**config.mk**
```make
export PLATFORM = sky130hd
export DESIGN_NAME = int_claim_ctrl
export DESIGN_NICKNAME = d
export VERILOG_FILES = /design/src/rtl/int_pkg.sv /design/src/rtl/int_gateway.sv /design/src/rtl/int_claim_ctrl.sv
export SDC_FILE = /design/constraint.sdc
export NUM_CORES = 1
export LEC_CHECK = 0
export CAP_MARGIN = 25
export CORE_ASPECT_RATIO = 1.2
export CORE_MARGIN = 5
export CORE_UTILIZATION = 35
export CTS_BUF_LIST = sky130_fd_sc_hd__clkbuf_4
export DETAILED_ROUTE_END_ITERATION = 6
export GPL_TIMING_DRIVEN = 0
export PLACE_DENSITY = 0.67
export SYNTH_ARGS = -nofsm -noshare
export SYNTH_HDL_FRONTEND = slang
export SYNTH_SLANG_ARGS = --single-unit
```
**constraint.sdc**
```tcl
create_clock -name clk -period 23.4 [get_ports clk]
set_input_delay 3.51 -clock clk [delete_from_list [all_inputs] [get_ports clk]]
set_output_delay 3.51 -clock clk [all_outputs]
set_load 0.05 [all_outputs]
```
**src/rtl/int_pkg.sv**
```systemverilog
// rtl/int_pkg.sv - shared defaults and ID helpers for the interrupt claim controller
//
// Contents:
//   DEF_NUM_SRC / DEF_PRIO_W / DEF_ID_W : default source count, priority width and ID width
//   DEF_CLAIM_ADDR / DEF_PEND_ADDR      : default claim/complete and pending-vector addresses
//   id_to_idx()                         : maps an interrupt ID (1-based, 0 = none) to a source index
package int_pkg;

    localparam int          DEF_NUM_SRC    = 16;
    localparam int          DEF_PRIO_W     = 3;
    localparam int          DEF_ID_W       = 5;
    localparam logic [31:0] DEF_CLAIM_ADDR = 32'h0000_0200;
    localparam logic [31:0] DEF_PEND_ADDR  = 32'h0000_0204;

    // ID 0 means "no source"; it maps to index -1, which matches no gateway.
    function automatic int id_to_idx(input int id);
        return id - 1;
    endfunction

endpackage

```
**src/rtl/int_gateway.sv**
```systemverilog
// rtl/int_gateway.sv - per-source level gateway holding the pending and in_service flops
//
// Ports:
//   clk, rstn   : clock, asynchronous active-low reset
//   irq         : level request from the source
//   claim       : this source's ID is being claimed this cycle
//   complete    : a valid complete for this source's ID is being written this cycle
//   pending     : request latched, waiting to be claimed
//   in_service  : claimed and not yet completed; blocks re-pending
module int_gateway (
    input  logic clk,
    input  logic rstn,
    input  logic irq,
    input  logic claim,
    input  logic complete,
    output logic pending,
    output logic in_service
);

    always_ff @(posedge clk or negedge rstn) begin
        if (!rstn) begin
            pending    <= 1'b0;
            in_service <= 1'b0;
        end else begin
            // Claim wins over a simultaneous request so a held level cannot
            // re-pend on the claim edge.
            if (claim) begin
                pending <= 1'b0;
            end else if (irq && !pending && !in_service) begin
                pending <= 1'b1;
            end

            if (claim) begin
                in_service <= 1'b1;
            end else if (complete) begin
                in_service <= 1'b0;
            end
        end
    end

endmodule

```
**src/rtl/int_claim_ctrl.sv**
```systemverilog
// rtl/int_claim_ctrl.sv - interrupt gateways, priority arbiter and claim/complete register decode
//
// Ports:
//   clk, rstn           : clock, asynchronous active-low reset
//   src_irq             : level interrupt requests
//   int_en, int_prio    : per-source enable and priority (source i at [i*PRIO_W +: PRIO_W])
//   threshold           : only priorities strictly above this interrupt
//   reg_en/reg_wr       : register access strobe and direction
//   reg_addr/reg_wdata  : register address and write data
//   reg_rdata           : registered read data
//   irq_out             : registered interrupt to the core
module int_claim_ctrl
    import int_pkg::*;
#(
    parameter int          NUM_SRC    = DEF_NUM_SRC,
    parameter int          PRIO_W     = DEF_PRIO_W,
    parameter int          ID_W       = DEF_ID_W,
    parameter logic [31:0] CLAIM_ADDR = DEF_CLAIM_ADDR,
    parameter logic [31:0] PEND_ADDR  = DEF_PEND_ADDR
) (
    input  logic                      clk,
    input  logic                      rstn,
    input  logic [NUM_SRC-1:0]        src_irq,
    input  logic [NUM_SRC-1:0]        int_en,
    input  logic [NUM_SRC*PRIO_W-1:0] int_prio,
    input  logic [PRIO_W-1:0]         threshold,
    input  logic                      reg_en,
    input  logic                      reg_wr,
    input  logic [31:0]               reg_addr,
    input  logic [31:0]               reg_wdata,
    output logic [31:0]               reg_rdata,
    output logic                      irq_out
);

    logic [NUM_SRC-1:0] pending;
    logic [NUM_SRC-1:0] in_service;
    logic [NUM_SRC-1:0] eligible;
    logic [NUM_SRC-1:0] claim_vec;
    logic [NUM_SRC-1:0] complete_vec;

    logic [ID_W-1:0]    best_id;
    logic               best_valid;

    logic               rd_claim;
    logic               rd_pend;
    logic               rd_other;
    logic               wr_claim;
    logic               claim_go;
    logic [ID_W-1:0]    cmp_id;
    logic               cmp_in_range;
    logic               unused_wdata;

    logic               arb_valid;
    logic [ID_W-1:0]    arb_id;
    logic [PRIO_W-1:0]  arb_prio;

    // Bus decode
    assign rd_claim = reg_en && !reg_wr && (reg_addr == CLAIM_ADDR);
    assign rd_pend  = reg_en && !reg_wr && (reg_addr == PEND_ADDR);
    assign rd_other = reg_en && !reg_wr && !rd_claim && !rd_pend;
    assign wr_claim = reg_en &&  reg_wr && (reg_addr == CLAIM_ADDR);

    // A claim only takes a source when the registered winner is valid.
    assign claim_go = rd_claim && best_valid;

    assign cmp_id       = reg_wdata[ID_W-1:0];
    assign cmp_in_range = (cmp_id != '0) && (int'(cmp_id) <= NUM_SRC);
    assign unused_wdata = ^reg_wdata[31:ID_W];

    for (genvar i = 0; i < NUM_SRC; i++) begin : g_src
        assign claim_vec[i]    = claim_go && (id_to_idx(int'(best_id)) == i);
        // A complete for a source not in service is harmless: the gateway
        // only acts on it when in_service is set.
        assign complete_vec[i] = wr_claim && cmp_in_range && (id_to_idx(int'(cmp_id)) == i);
        assign eligible[i]     = pending[i] && int_en[i] &&
                                 (int_prio[i*PRIO_W +: PRIO_W] > threshold);

        int_gateway u_gw (
            .clk        (clk),
            .rstn       (rstn),
            .irq        (src_irq[i]),
            .claim      (claim_vec[i]),
            .complete   (complete_vec[i]),
            .pending    (pending[i]),
            .in_service (in_service[i])
        );
    end

    // Ascending scan with a strict compare keeps the lowest ID on ties.
    // Any eligible source has priority >= 1, so starting from 0 is safe.
    always_comb begin
        arb_valid = 1'b0;
        arb_id    = '0;
        arb_prio  = '0;
        for (int i = 0; i < NUM_SRC; i++) begin
            if (eligible[i] && (int_prio[i*PRIO_W +: PRIO_W] > arb_prio)) begin
                arb_valid = 1'b1;
                arb_prio  = int_prio[i*PRIO_W +: PRIO_W];
                arb_id    = ID_W'(i + 1);
            end
        end
    end

    always_ff @(posedge clk or negedge rstn) begin
        if (!rstn) begin
            best_id    <= '0;
            best_valid <= 1'b0;
            irq_out    <= 1'b0;
            reg_rdata  <= '0;
        end else begin
            // A claim blanks the winner for one cycle so the same ID cannot be
            // claimed twice before its pending bit has cleared.
            if (rd_claim) begin
                best_id    <= '0;
                best_valid <= 1'b0;
                irq_out    <= 1'b0;
            end else begin
                best_id    <= arb_id;
                best_valid <= arb_valid;
                irq_out    <= arb_valid;
            end

            if (rd_claim) begin
                reg_rdata <= best_valid ? {{(32-ID_W){1'b0}}, best_id} : 32'h0;
            end else if (rd_pend) begin
                reg_rdata <= 32'(pending);
            end else if (rd_other) begin
                reg_rdata <= 32'h0;
            end
        end
    end

endmodule

```
==> out/metrics.csv <==
metric,value,unit
cts.sinks,54,
ant_nets,0,
setup_viol_count_final,0,
instances_no_fill,1109,
cp_slowest_stage_delay,0.50,ns
fp.dieW,128,um
globalRouteOverflowTotal,0,
ir_drop,0.0221,mV
layout.nets,1120,
core-area,16300,sq um
htree_num_levels,2,
io_pins,184,
start_util,0.357,
grtUsageTotal,0.181,
min_period,22.28,ns
busiest_layer,met2,
timing.slew.headroom,0.296,
p_int,221,uW
grt_pass1_wl,28.3,mm
ys_warn_count,0,
avgSynthCellArea,8.03,sq um
routed_wl,17.8,mm
critPathRequiredTime,23.69,ns
use_met3,0.0261,
synthCells,723,
diodes,0,
layout_commonest_cell,clkdlybuf4s50_1,
dp_hpwl,14.7,mm
clock-root-buffer,clkbuf_4,
worstPathMaxFanout,7,
vias,5975,
async_flop_share,1.00,
cp.arrival,22.57,ns
hold_violations,0,
wl_per_cell,16.1,um
synthToLayoutAreaGrowth,34.5,%
insertion_delay,0.39,ns
cts_tree,yes,
fin_crit_sh,0.952,
die_h,151,um
fmax,44.9,MHz
cts_buffer_depth,2,
synthFlopType,dfrtp_1,
drc_errors,0,
synth-seq-cells,54,
hold_path_class,reg2reg,
pwr-share-clk,0.110,
io_buffers,140,
placed_area,7550,sq um
seqPwrFrac,0.266,
cts_hold_buf,0,
ys_seq_area_frac,0.233,
yosysUniqueCellTypes,83,
final_cell_mix,"138 x clkdlybuf4s50_1, 88 x nand2_1, 73 x ha_1",
die_area,19300,sq um
grt_start_max_net_pins,39,
post-place-cells,1091,
swShare,0.437,
use_met1,0.222,
synth_edf_count,0,
cp-start-kind,primary input,
drtPass1Iterations,5,
cts_buffers,5,
gp_congestion,0.879,
switching_power,172,uW
slowest_stage,clkdlybuf4s50_1,
syn_area,5810,sq um
p_per_area,50.4,nW/um^2
finalMaxSlewViolations,0,
p_leak,3.41,nW
row_count,51,
drive_gt1_frac,0.126,
p_comb_frac,0.624,
drt_iter0_markers,343,
via_per_inst,5.39,
use_met2,0.331,
fin_area,7810,sq um
finalClockSkew,0.0265,ns
clk_pin_slew,0.16,ns
first_global_vias,5727,
critPathCaptureType,flip-flop,
cap_violations,0,
cpMostUsedCell,ha_1,
status,"finished, final reports clean",
worst_slew_pin_slew,1.05,ns
antenna_found_initial,0,
path_class,in2reg,
worst paths after layout:
check,start,to,slack [ns],cells after the start
min reg2reg,g_src[5].u_gw.in_service,g_src[5].u_gw.in_service,0.50,1
max reg2reg,g_src[0].u_gw.pending,best_id[0],4.82,97
max in group asynchronous,rstn,reg_rdata[5],19.80,2
min in group asynchronous,rstn,g_src[13].u_gw.in_service,3.02,1
min,g_src[5].u_gw.in_service,g_src[5].u_gw.in_service,0.50,1
max,threshold[1],best_id[0],1.12,100
critical path: cells and delay by family:
family | cells | cell delay (ns)
and+or+nand+nor | 41 | 5.59
adders and majority gates | 16 | 4.48
AOI/OAI and AO/OA | 33 | 6.00
muxes | 6 | 1.95
buffers and inverters | 4 | 0.93
registers in the layout, indices dropped and copies added, names as in the netlist:
signal	flops
g_src.u_gw.pending	16
reg_rdata	16
best_id	5
g_src.u_gw.in_service	16
best_valid	1
what timing repair did:
action,4_1_cts,5_1_grt
setup buffers,2,8
pin swaps,0,9
setup endpoints to repair,6,6
resized for setup,7,31
metal layers:
| layer | wire length (um) | up-vias |
|---|---|---|
| met5 | 0 | - |
| met4 | 403 | 0 |
| met2 | 8970 | 168 |
| met1 | 7610 | 2793 |
| li1 | - | 2987 |
| met3 | 871 | 27 |
through the flow:
stage / hold WS (ns) / setup slack [ns] / TNS, ns / total power, mW / utilization
2_1_floorplan: 0.450 / 2.03 / 0 / 0.264 / -
3_3_place_gp: 0.459 / -1.01 / -5.39 / 0.328 / 0.463
3_5_place_dp: 0.468 / -1.21 / -6.58 / 0.330 / 0.464
4_1_cts: 0.500 / 0.255 / 0 / 0.376 / 0.470
5_1_grt: 0.536 / -0.0599 / -0.0610 / 0.426 / 0.480
6_report: 0.495 / 1.12 / 0 / 0.393 / 0.480
power by group through the flow:
stage	Combinational (mW)	Clock [mW]	Sequential (mW)
finish	0.246	0.0432	0.105
global route	0.273	0.0474	0.105
CTS	0.229	0.0432	0.104
detailed placement	0.225	0	0.106
global placement	0.222	0	0.106
floorplan	0.158	0	0.106
cells in the mapped netlist (7+ instances only):
cell type,number,area [sq um]
and2_1,12,75.1
a21oi_1,49,245
and3_1,9,56.3
a31oi_1,8,50.1
nor2b_1,19,119
dfrtp_1,54,1350
o21a_1,12,90.1
clkbuf_1,8,30.0
nand3_1,43,215
ha_1,73,913
a21o_1,18,135
inv_1,56,210
a22o_1,8,70.1
nand2_1,90,338
o21ai_0,44,220
nor4_1,7,43.8
nor2_1,40,150
nand3b_1,7,52.6
buf_4,16,120
nor3_1,15,75.1
nand4_1,8,50.1
final cells by class:
type / instances / area [sq um]
buffer: 26 / 173
multi-input combinational: 602 / 4260
sequential: 54 / 1350
fill: 1611 / 8460
clock buffer: 6 / 45.0
tap: 212 / 265
inverter: 56 / 218
timing repair buffer: 151 / 1490
clock inverter: 2 / 13.8
kinds of logic (layout without fill, tap and decap cells):
kind of cell,count (synthesis),after routing,share of synthesized area
AO/OA/AOI/OAI,224,224,0.281
adder cells (fa/ha/maj),73,73,0.157
buffers and inverters,82,241,0.0659
flip-flops,54,54,0.233
multiplexers,10,10,0.0207
other,1,16,0.000646
AND/OR/NAND/NOR,279,279,0.242
No activity file was read; power rests on OpenSTA's default activity.
